==> config.mk <==
export PLATFORM = sky130hd
export DESIGN_NAME = dot_renderer
export DESIGN_NICKNAME = d
export VERILOG_FILES = /design/src/rtl/dot_renderer_pkg.sv /design/src/rtl/dot_renderer_pos_sync.sv /design/src/rtl/dot_renderer.sv
export SDC_FILE = /design/constraint.sdc
export NUM_CORES = 1
export LEC_CHECK = 0
export ABC_AREA = 1
export BUFFER_PORTS_ARGS = -buffer_cell sky130_fd_sc_hd__buf_2
export CELL_PAD_IN_SITES_DETAIL_PLACEMENT = 0
export CELL_PAD_IN_SITES_GLOBAL_PLACEMENT = 1
export CORE_UTILIZATION = 25
export DETAILED_ROUTE_END_ITERATION = 8
export GPL_TIMING_DRIVEN = 0
export PLACE_DENSITY = 0.63
export SYNTH_ARGS = -nofsm -noshare
export SYNTH_HDL_FRONTEND = slang
export SYNTH_SLANG_ARGS = --single-unit
==> constraint.sdc <==
create_clock -name clk -period 2.7 [get_ports clk]
set_clock_uncertainty 0.05 [all_clocks]
set_input_delay 0.135 -clock clk [delete_from_list [all_inputs] [get_ports clk]]
set_output_delay 0.135 -clock clk [all_outputs]
set_load 0.05 [all_outputs]
==> src/rtl/dot_renderer_pkg.sv <==
// rtl/dot_renderer_pkg.sv - shared constants and types for the dot sprite renderer (DOT_SCALE2_EN selects 2x sprite scaling)
`ifndef DOT_WIDTH
`define DOT_WIDTH 8
`endif

package dot_renderer_pkg;

  // Default raster coordinate width and native sprite geometry
  localparam int DOT_COORD_W     = 10;
  localparam int DOT_SPRITE_ROWS = 8;
  localparam int DOT_ROM_AW      = 3;

  // Each ROM bit covers a SPRITE_SCALE x SPRITE_SCALE block of screen pixels
`ifdef DOT_SCALE2_EN
  localparam int SPRITE_SCALE = 2;
`else
  localparam int SPRITE_SCALE = 1;
`endif

  typedef enum logic {
    POS_IDLE    = 1'b0,
    POS_PENDING = 1'b1
  } pos_state_t;

endpackage

==> src/rtl/dot_renderer_pos_sync.sv <==
// rtl/dot_renderer_pos_sync.sv - position handshake, pending capture and frame-aligned apply
module dot_pos_sync
  import dot_renderer_pkg::*;
#(
  parameter int COORD_W = DOT_COORD_W
) (
  input  logic               clk,
  input  logic               rst_n,
  input  logic               frame_start,
  input  logic [COORD_W-1:0] pos_x,
  input  logic [COORD_W-1:0] pos_y,
  input  logic               pos_valid,
  output logic               pos_ready,
  output logic [COORD_W-1:0] act_x,
  output logic [COORD_W-1:0] act_y,
  output logic               visible
);

  pos_state_t         state;
  logic [COORD_W-1:0] pend_x;
  logic [COORD_W-1:0] pend_y;

  // Accept one request into pending, then move it to active on the next frame boundary
  always_ff @(posedge clk or negedge rst_n) begin
    if (!rst_n) begin
      state     <= POS_IDLE;
      pos_ready <= 1'b1;
      pend_x    <= '0;
      pend_y    <= '0;
      act_x     <= '0;
      act_y     <= '0;
      visible   <= 1'b0;
    end else begin
      case (state)
        POS_IDLE: begin
          // a frame_start in this same cycle is ignored: the value waits for the next frame
          if (pos_valid && pos_ready) begin
            pend_x    <= pos_x;
            pend_y    <= pos_y;
            pos_ready <= 1'b0;
            state     <= POS_PENDING;
          end
        end
        POS_PENDING: begin
          if (frame_start) begin
            act_x     <= pend_x;
            act_y     <= pend_y;
            visible   <= 1'b1;
            pos_ready <= 1'b1;
            state     <= POS_IDLE;
          end
        end
        default: begin
          state     <= POS_IDLE;
          pos_ready <= 1'b1;
        end
      endcase
    end
  end

endmodule

==> src/rtl/dot_renderer.sv <==
// rtl/dot_renderer.sv - per-pixel dot sprite hit test, ROM row fetch and pixel-on output (DOT_SCALE2_EN draws the sprite 16x16)
`ifndef DOT_WIDTH
`define DOT_WIDTH 8
`endif

module dot_renderer
  import dot_renderer_pkg::*;
#(
  parameter int COORD_W     = DOT_COORD_W,
  parameter int SPRITE_ROWS = DOT_SPRITE_ROWS
) (
  input  logic                  clk,
  input  logic                  rst_n,
  input  logic [COORD_W-1:0]    pix_x,
  input  logic [COORD_W-1:0]    pix_y,
  input  logic                  pix_valid,
  input  logic                  frame_start,
  input  logic [COORD_W-1:0]    pos_x,
  input  logic [COORD_W-1:0]    pos_y,
  input  logic                  pos_valid,
  output logic                  pos_ready,
  output logic [DOT_ROM_AW-1:0] rom_addr,
  input  logic [`DOT_WIDTH-1:0] rom_data,
  output logic                  dot_on,
  output logic                  dot_valid
);

  // On-screen sprite extent in pixels (rows and columns are the same size)
  localparam int EXTENT = SPRITE_ROWS * SPRITE_SCALE;
  localparam logic [DOT_ROM_AW-1:0] MSB_IDX = DOT_ROM_AW'(`DOT_WIDTH - 1);

  logic [COORD_W-1:0] act_x;
  logic [COORD_W-1:0] act_y;
  logic               visible;

  dot_pos_sync #(
    .COORD_W (COORD_W)
  ) u_pos_sync (
    .clk         (clk),
    .rst_n       (rst_n),
    .frame_start (frame_start),
    .pos_x       (pos_x),
    .pos_y       (pos_y),
    .pos_valid   (pos_valid),
    .pos_ready   (pos_ready),
    .act_x       (act_x),
    .act_y       (act_y),
    .visible     (visible)
  );

  // One extra bit so a pixel left of / above the dot shows up as negative instead of wrapping
  logic [COORD_W:0]      dx;
  logic [COORD_W:0]      dy;
  logic                  hit;
  logic [DOT_ROM_AW-1:0] row_sel;
  logic [DOT_ROM_AW-1:0] col_sel;

  assign dx = {1'b0, pix_x} - {1'b0, act_x};
  assign dy = {1'b0, pix_y} - {1'b0, act_y};

  assign hit = visible
            && !dx[COORD_W] && (dx[COORD_W-1:0] < COORD_W'(EXTENT))
            && !dy[COORD_W] && (dy[COORD_W-1:0] < COORD_W'(EXTENT));

`ifdef DOT_SCALE2_EN
  assign row_sel = dy[DOT_ROM_AW:1];
  assign col_sel = dx[DOT_ROM_AW:1];
`else
  assign row_sel = dy[DOT_ROM_AW-1:0];
  assign col_sel = dx[DOT_ROM_AW-1:0];
`endif

  logic [DOT_ROM_AW-1:0] col1;
  logic                  hit1;
  logic                  v1;

  // Stage 1: register the hit decision and ROM row; the address only moves on a hit
  always_ff @(posedge clk or negedge rst_n) begin
    if (!rst_n) begin
      rom_addr <= '0;
      col1     <= '0;
      hit1     <= 1'b0;
      v1       <= 1'b0;
    end else begin
      v1   <= pix_valid;
      hit1 <= pix_valid && hit;
      if (pix_valid && hit) begin
        rom_addr <= row_sel;
        col1     <= col_sel;
      end
    end
  end

  // Column 0 is the MSB of the ROM row
  logic [DOT_ROM_AW-1:0] bit_sel;
  assign bit_sel = MSB_IDX - col1;

  // Stage 2: pick the column bit from the returned row; bubbles leave dot_on low
  always_ff @(posedge clk or negedge rst_n) begin
    if (!rst_n) begin
      dot_on    <= 1'b0;
      dot_valid <= 1'b0;
    end else begin
      dot_on    <= v1 && hit1 && rom_data[bit_sel];
      dot_valid <= v1;
    end
  end

endmodule

### Word level (Yosys, flattened, before mapping)

Index checks and enable logic that the tools add are counted.

| storage, ports and cells | value |
|---|---|
| register bits after elaboration | 53 |
| input bits | 53 |
| output and inout port bits | 6 |
| logic and storage cells | 43 |

| cells by class | value |
|---|---|
| add/subtract/negate cells | 3 |
| $lt $le $gt $ge | 3 |
| equal/unequal tests | 2 |
| muxes and demuxes | 8 |
| bitwise logic cells | 1 |
| reductions and logical operators | 13 |

Operators with widths:

| cell | count |
|---|---|
| $sub 10x10->11 | 2 |
| $lt 10x4->1 const B | 2 |
| $logic_and 1x1->1 | 8 |
| $reduce_and 2->1 | 3 |
| $mux 1 | 5 |
| $lt 3x4->1 const B | 1 |
| $pmux 1 s2 | 2 |
| $bmux 1 s3 | 1 |
| $sub 3x3->3 const A | 1 |
| $logic_not 1->1 | 2 |
| $ne 2x1->1 const B | 1 |
| $ne 2x2->1 const B | 1 |
| $not 1->1 | 1 |

### Logic depth before layout (Yosys ltp)

| depth | value |
|---|---|
| depth after elaboration | 7 |
| gate-level depth with buffers | 17 |

### Modules after synthesis

Synthesis repeated with hierarchy kept, for this count alone.

| second synthesis, totals | value |
|---|---|
| cells, all modules | 461 |
| area, all modules | 3368.2 um2 |

By module, submodules not included:

| module | times used | cells an instance | area an instance (um2) |
|---|---|---|---|
| dot_pos_sync | 1 | 187 | 1722.9 |
| dot_renderer | 1 | 274 | 1645.3 |

### Worst setup path before layout

Ideal clock, no wire load.

| timing path | value |
|---|---|
| path type | register -> register |
| start | register u_pos_sync.act_x[0] |
| end | register rom_addr[0] |
| library setup time | 0.119 ns |
| arrival time | 2.000 ns |
| setup slack | 0.530 ns |
| cell stages (with the launch flop) | 15 |
| path buffers | 0 |
| clock period less this slack | 2.170 ns |
| cell sequence | dfrtp_1 > ha_1 > fa_1 > inv_1 > nand3_1 > nand2_1 > nand2_2 > nand2_1 > nand2_1 > o21bai_1 > nand3_1 > nor2_4 > nand3_4 > nand2_1 > nand2_1 |

| between the ends | value |
|---|---|
| longest elaborated chain between the ends | 7 |
| elaborated cells on any way between the ends | 8 |

Ends and longest elaborated chain:

| item | RTL line | source |
|---|---|---|
| start, declared | dot_renderer_pos_sync.sv:14 | `output logic [COORD_W-1:0] act_x,` |
| start signal, assigned | dot_renderer_pos_sync.sv:46 | `act_x <= pend_x;` |
| $sub 10x10->11 (*) | dot_renderer.sv:58 | `assign dx = {1'b0, pix_x} - {1'b0, act_x};` |
| parallel branches: the longest is 2 deep, another holds $lt 10x4->1 | -- |  |
| $logic_and 1x1->1 (*) | dot_renderer.sv:62 | `&& !dx[COORD_W] && (dx[COORD_W-1:0] < COORD_W'(EXTENT))` |
| $logic_and 1x1->1 (*) (2 in series) | dot_renderer.sv:63 | `&& !dy[COORD_W] && (dy[COORD_W-1:0] < COORD_W'(EXTENT));` |
| $logic_and 1x1->1 (*) | dot_renderer.sv:87 | `if (pix_valid && hit) begin` |
| end signal, assigned | dot_renderer.sv:88 | `rom_addr <= row_sel;` |
| end, declared | dot_renderer.sv:22 | `output logic [DOT_ROM_AW-1:0] rom_addr,` |

Mark *: on every way between the ends.
A chain may end at the register's enable or synchronous reset.

### Worst setup path in the final report

| timing path | value |
|---|---|
| start | register u_pos_sync.act_x[0] |
| end | register rom_addr[2] |

The elaborated chain is that of the path after synthesis.

==> key figures <==
Route
  – Drt via density: 4.14
  – Total Wirelength: ~7.1 mm
  – DR WL/cell: 11.0 um
  – Residual DRC count: 0
  – Total number of vias: 2672
  – Drt first pass iters: 4
  – DRT antenna net count: 0
  – DRT iter0 DRCs: 104

Global routing
  – Total track usage: 0.117
  – Initial antenna violation count: 0
  – Largest net degree at the start of global routing: 54
  – First-pass GRT wire length: 12.3 mm
  – Overflow after GRT: 0
  – Vias in the first global route: around 2600

Synth
  – Post-synthesis cell type count: 34
  – Post-Synthesis Cells: 408
  – Post-Syn Area per Cell: between 7 and 8 um2
  – Top-area cell type share of the netlist area: 0.408
  – Area leader, netlist: dfrtp_1
  – Ranking of synthesized cells by area: dfrtp_1 41%, nand2_1 13%, inv_1 8.7%
  – Most frequent cell after synthesis: nand2_1
  – Net Count, Synth: 483
  – Post-synth EDFFs: 0
  – Top post-synthesis cells by count: 108 x nand2_1, 74 x inv_1, 52 x dfrtp_1
  – Synthesized flop and latch total: 53
  – Seq/Total Area, Yosys: 0.416
  – Synth warnings: 0
  – Mapped Area: approximately 0.0032 mm2
  – Top FF cell, synth: dfrtp_1
  – FFs w/ async S/R, synth: 1.00

CTS
  – Clk slew on worst S/H paths: ~80 ps
  – CTS buffer count: 5
  – Resized cells post-CTS: 0
  – H-tree depth: 2
  – CTS root buf: clkbuf_16
  – Max clock buf depth: 2
  – CTS sink count: 53
  – CTS tree: yes
  – Worst-skew pair later-pin latency: 290 ps

Worst setup path
  – Crit path kind: reg2reg
  – WP data arrival: 2540 ps
  – CP Cell Sequence: ha_1 -> fa_1 -> inv_1 -> nand3_1 -> nand2_1 -> nand2_2 -> nand2_1 -> nand2_1 -> o21bai_1 -> nand3_1 -> nor2_4 -> nand3_4 -> nand2_1 -> nand2_1
  – CP Max Fanout: 7
  – CP max stage cell: dfrtp_1
  – Kind of end point of the critical path: flop
  – CP required: 2830 ps
  – Most used cell, CP: nand2_1
  – CP Launch Type: flop
  – Slowest stage delay, CP: just over 400 ps
  – Top cell family by delay on the critical path: simple AND/OR/NAND/NOR gates
  – CP Buf/Inv Count: 1

Power and ir drop
  – P_leak: 0.00209 uW
  – Pwr Density: just under 1000 mW/mm2
  – Clock Power Share: 0.175
  – Peak VDD IR: 0.394 mV
  – Sw Share: 0.425
  – Switch Pwr: 1620 uW
  – Internal power: around 2200 uW
  – Register share of total power: 0.326
  – Logic pwr share: 0.500

Cells and area
  – ANT cells: 0
  – Ratio of cells with drive above 1 in the final layout: 0.193
  – # nets final: 551
  – P&R area growth vs syn: 21.4%
  – Final core utilization: 0.317
  – FILL cells: 1366

Timing
  – Pins Over Slew Limit: 0
  – Final Cycle Share: 0.891
  – Slew of the pin with the lowest slew margin: 1160 ps
  – Final Hold Violating Endpoints: 0
  – Tmin final: 2410 ps
  – Setup TNS: 0 ps
  – Slew HR: 0.225
  – Final setup violation count: 0
  – Fmax: 416 MHz
  – RSZ-0062 raised after global routing: false

Floorplanning
  – # rows: 40
  – DIE WIDTH: 115 um
  – Die area: approximately 0.013 mm2
  – Initial Utilization: 0.261
  – Die height: 115 um
  – Io pins: 59
  – Core ar.: 0.0122 mm2

Placed design
  – DPL Wire Length: 5.83 mm
  – Port-buffer cells: 58
  – Placer Congestion: approximately 0.79

Status
  – Status: finished clean

Min path
  – HP Class: in2reg

Job
  – Max Cap Viol: 0
area by class of cell:
| type | count | area, um2 | share of cell area |
|---|---|---|---|
| Clock inverter | 3 | 28.8 | 0.00743 |
| Timing Repair Buffer | 61 | 318 | 0.0821 |
| Inverter | 74 | 278 | 0.0717 |
| Clock buffer | 5 | 125 | 0.0323 |
| Buffer | 7 | 33.8 | 0.00872 |
| Tap cell | 168 | 210 | 0.0543 |
| Sequential cell | 53 | 1330 | 0.343 |
| Multi-Input combinational cell | 274 | 1550 | 0.401 |
power groups by stage:
stage          Combinational, uW  Sequential, uW  Clock, uW
6_report                    1910            1240        666
3_3_place_gp                1900            1250          0
3_5_place_dp                1920            1260          0
4_1_cts                     1930            1250        694
5_1_grt                     2240            1280        717
2_1_floorplan               1470            1240          0
final timing paths:
check	from	endpoint	slack (ps)	cells past startpoint
max in group asynchronous	rst_n	u_pos_sync.act_x[3]	1870	1
min reg2reg	v1	dot_valid	330	0
min in group asynchronous	rst_n	u_pos_sync.act_y[5]	30	1
min	pos_x[6]	u_pos_sync.pend_x[6]	20	2
max	u_pos_sync.act_x[0]	rom_addr[2]	290	14
max reg2reg	u_pos_sync.act_x[0]	rom_addr[2]	290	14
state kept, by name, summed over array words and instances (netlist names):
| register | count |
|---|---|
| dot_on | 1 |
| rom_addr | 3 |
| u_pos_sync.state | 1 |
| u_pos_sync.act_x | 10 |
| u_pos_sync.pos_ready | 1 |
| dot_valid | 1 |
| hit1 | 1 |
| u_pos_sync.visible | 1 |
| u_pos_sync.pend_x | 10 |
| u_pos_sync.pend_y | 10 |
| u_pos_sync.act_y | 10 |
| col1 | 3 |
| v1 | 1 |
kinds of logic (layout without fill, tap and decap cells):
logic type,after synthesis,in the layout,share of synthesized area
multiplexers,13,13,0.0455
adder cells (fa/ha/maj),22,22,0.0910
AO/OA/AOI/OAI,53,53,0.0918
AND/OR/NAND/NOR,183,183,0.250
XOR/XNOR,3,3,0.00824
buffers and inverters,81,150,0.0976
flip-flops,53,53,0.416
metal layers:
layer,vias to the layer above,GRT usage,share of wire
met5,-,0,0
met4,0,0.0312,0.0093
met3,4,0.0179,0.036
met2,54,0.195,0.46
met1,1181,0.158,0.50
li1,1433,-,-
layout by cell type, fill, tap and decap left out, drive strengths merged:
master	instances
a21o	1
a21oi	18
a31oi	1
and3	1
buf	60
clkbuf	11
clkinv	1
dfrtp	52
dfstp	1
dlygate4sd3	2
fa	2
ha	20
inv	76
mux2	12
mux2i	1
nand2	110
nand3	27
nand3b	1
nand4	8
nor2	32
nor3	1
o2111a	1
o211ai	1
o21ai	26
o21bai	3
o221ai	1
o32ai	1
or2	3
xnor2	1
xor2	2
metrics by stage:
stage / std cells / hold WS (ps) / setup WS [ps] / power [uW] / area (um2)
2_1_floorplan: 408 / -211 / 530 / 2710 / 3190
3_3_place_gp: 634 / 212 / 243 / 3150 / 3690
3_5_place_dp: 634 / 212 / 227 / 3180 / 3690
4_1_cts: 644 / 15.2 / 200 / 3870 / 3860
5_1_grt: 645 / 17.8 / 33.2 / 4230 / 3870
6_report: 645 / 19.3 / 294 / 3810 / 3870
what timing repair did:
item | 4_1_cts | 5_1_grt
hold buffers | 2 | 0
endpoints found under the hold margin | 2 | 0
setup endpoints to repair | 0 | 6
buffers inserted | 0 | 1
No activity file was read; power rests on OpenSTA's default activity.
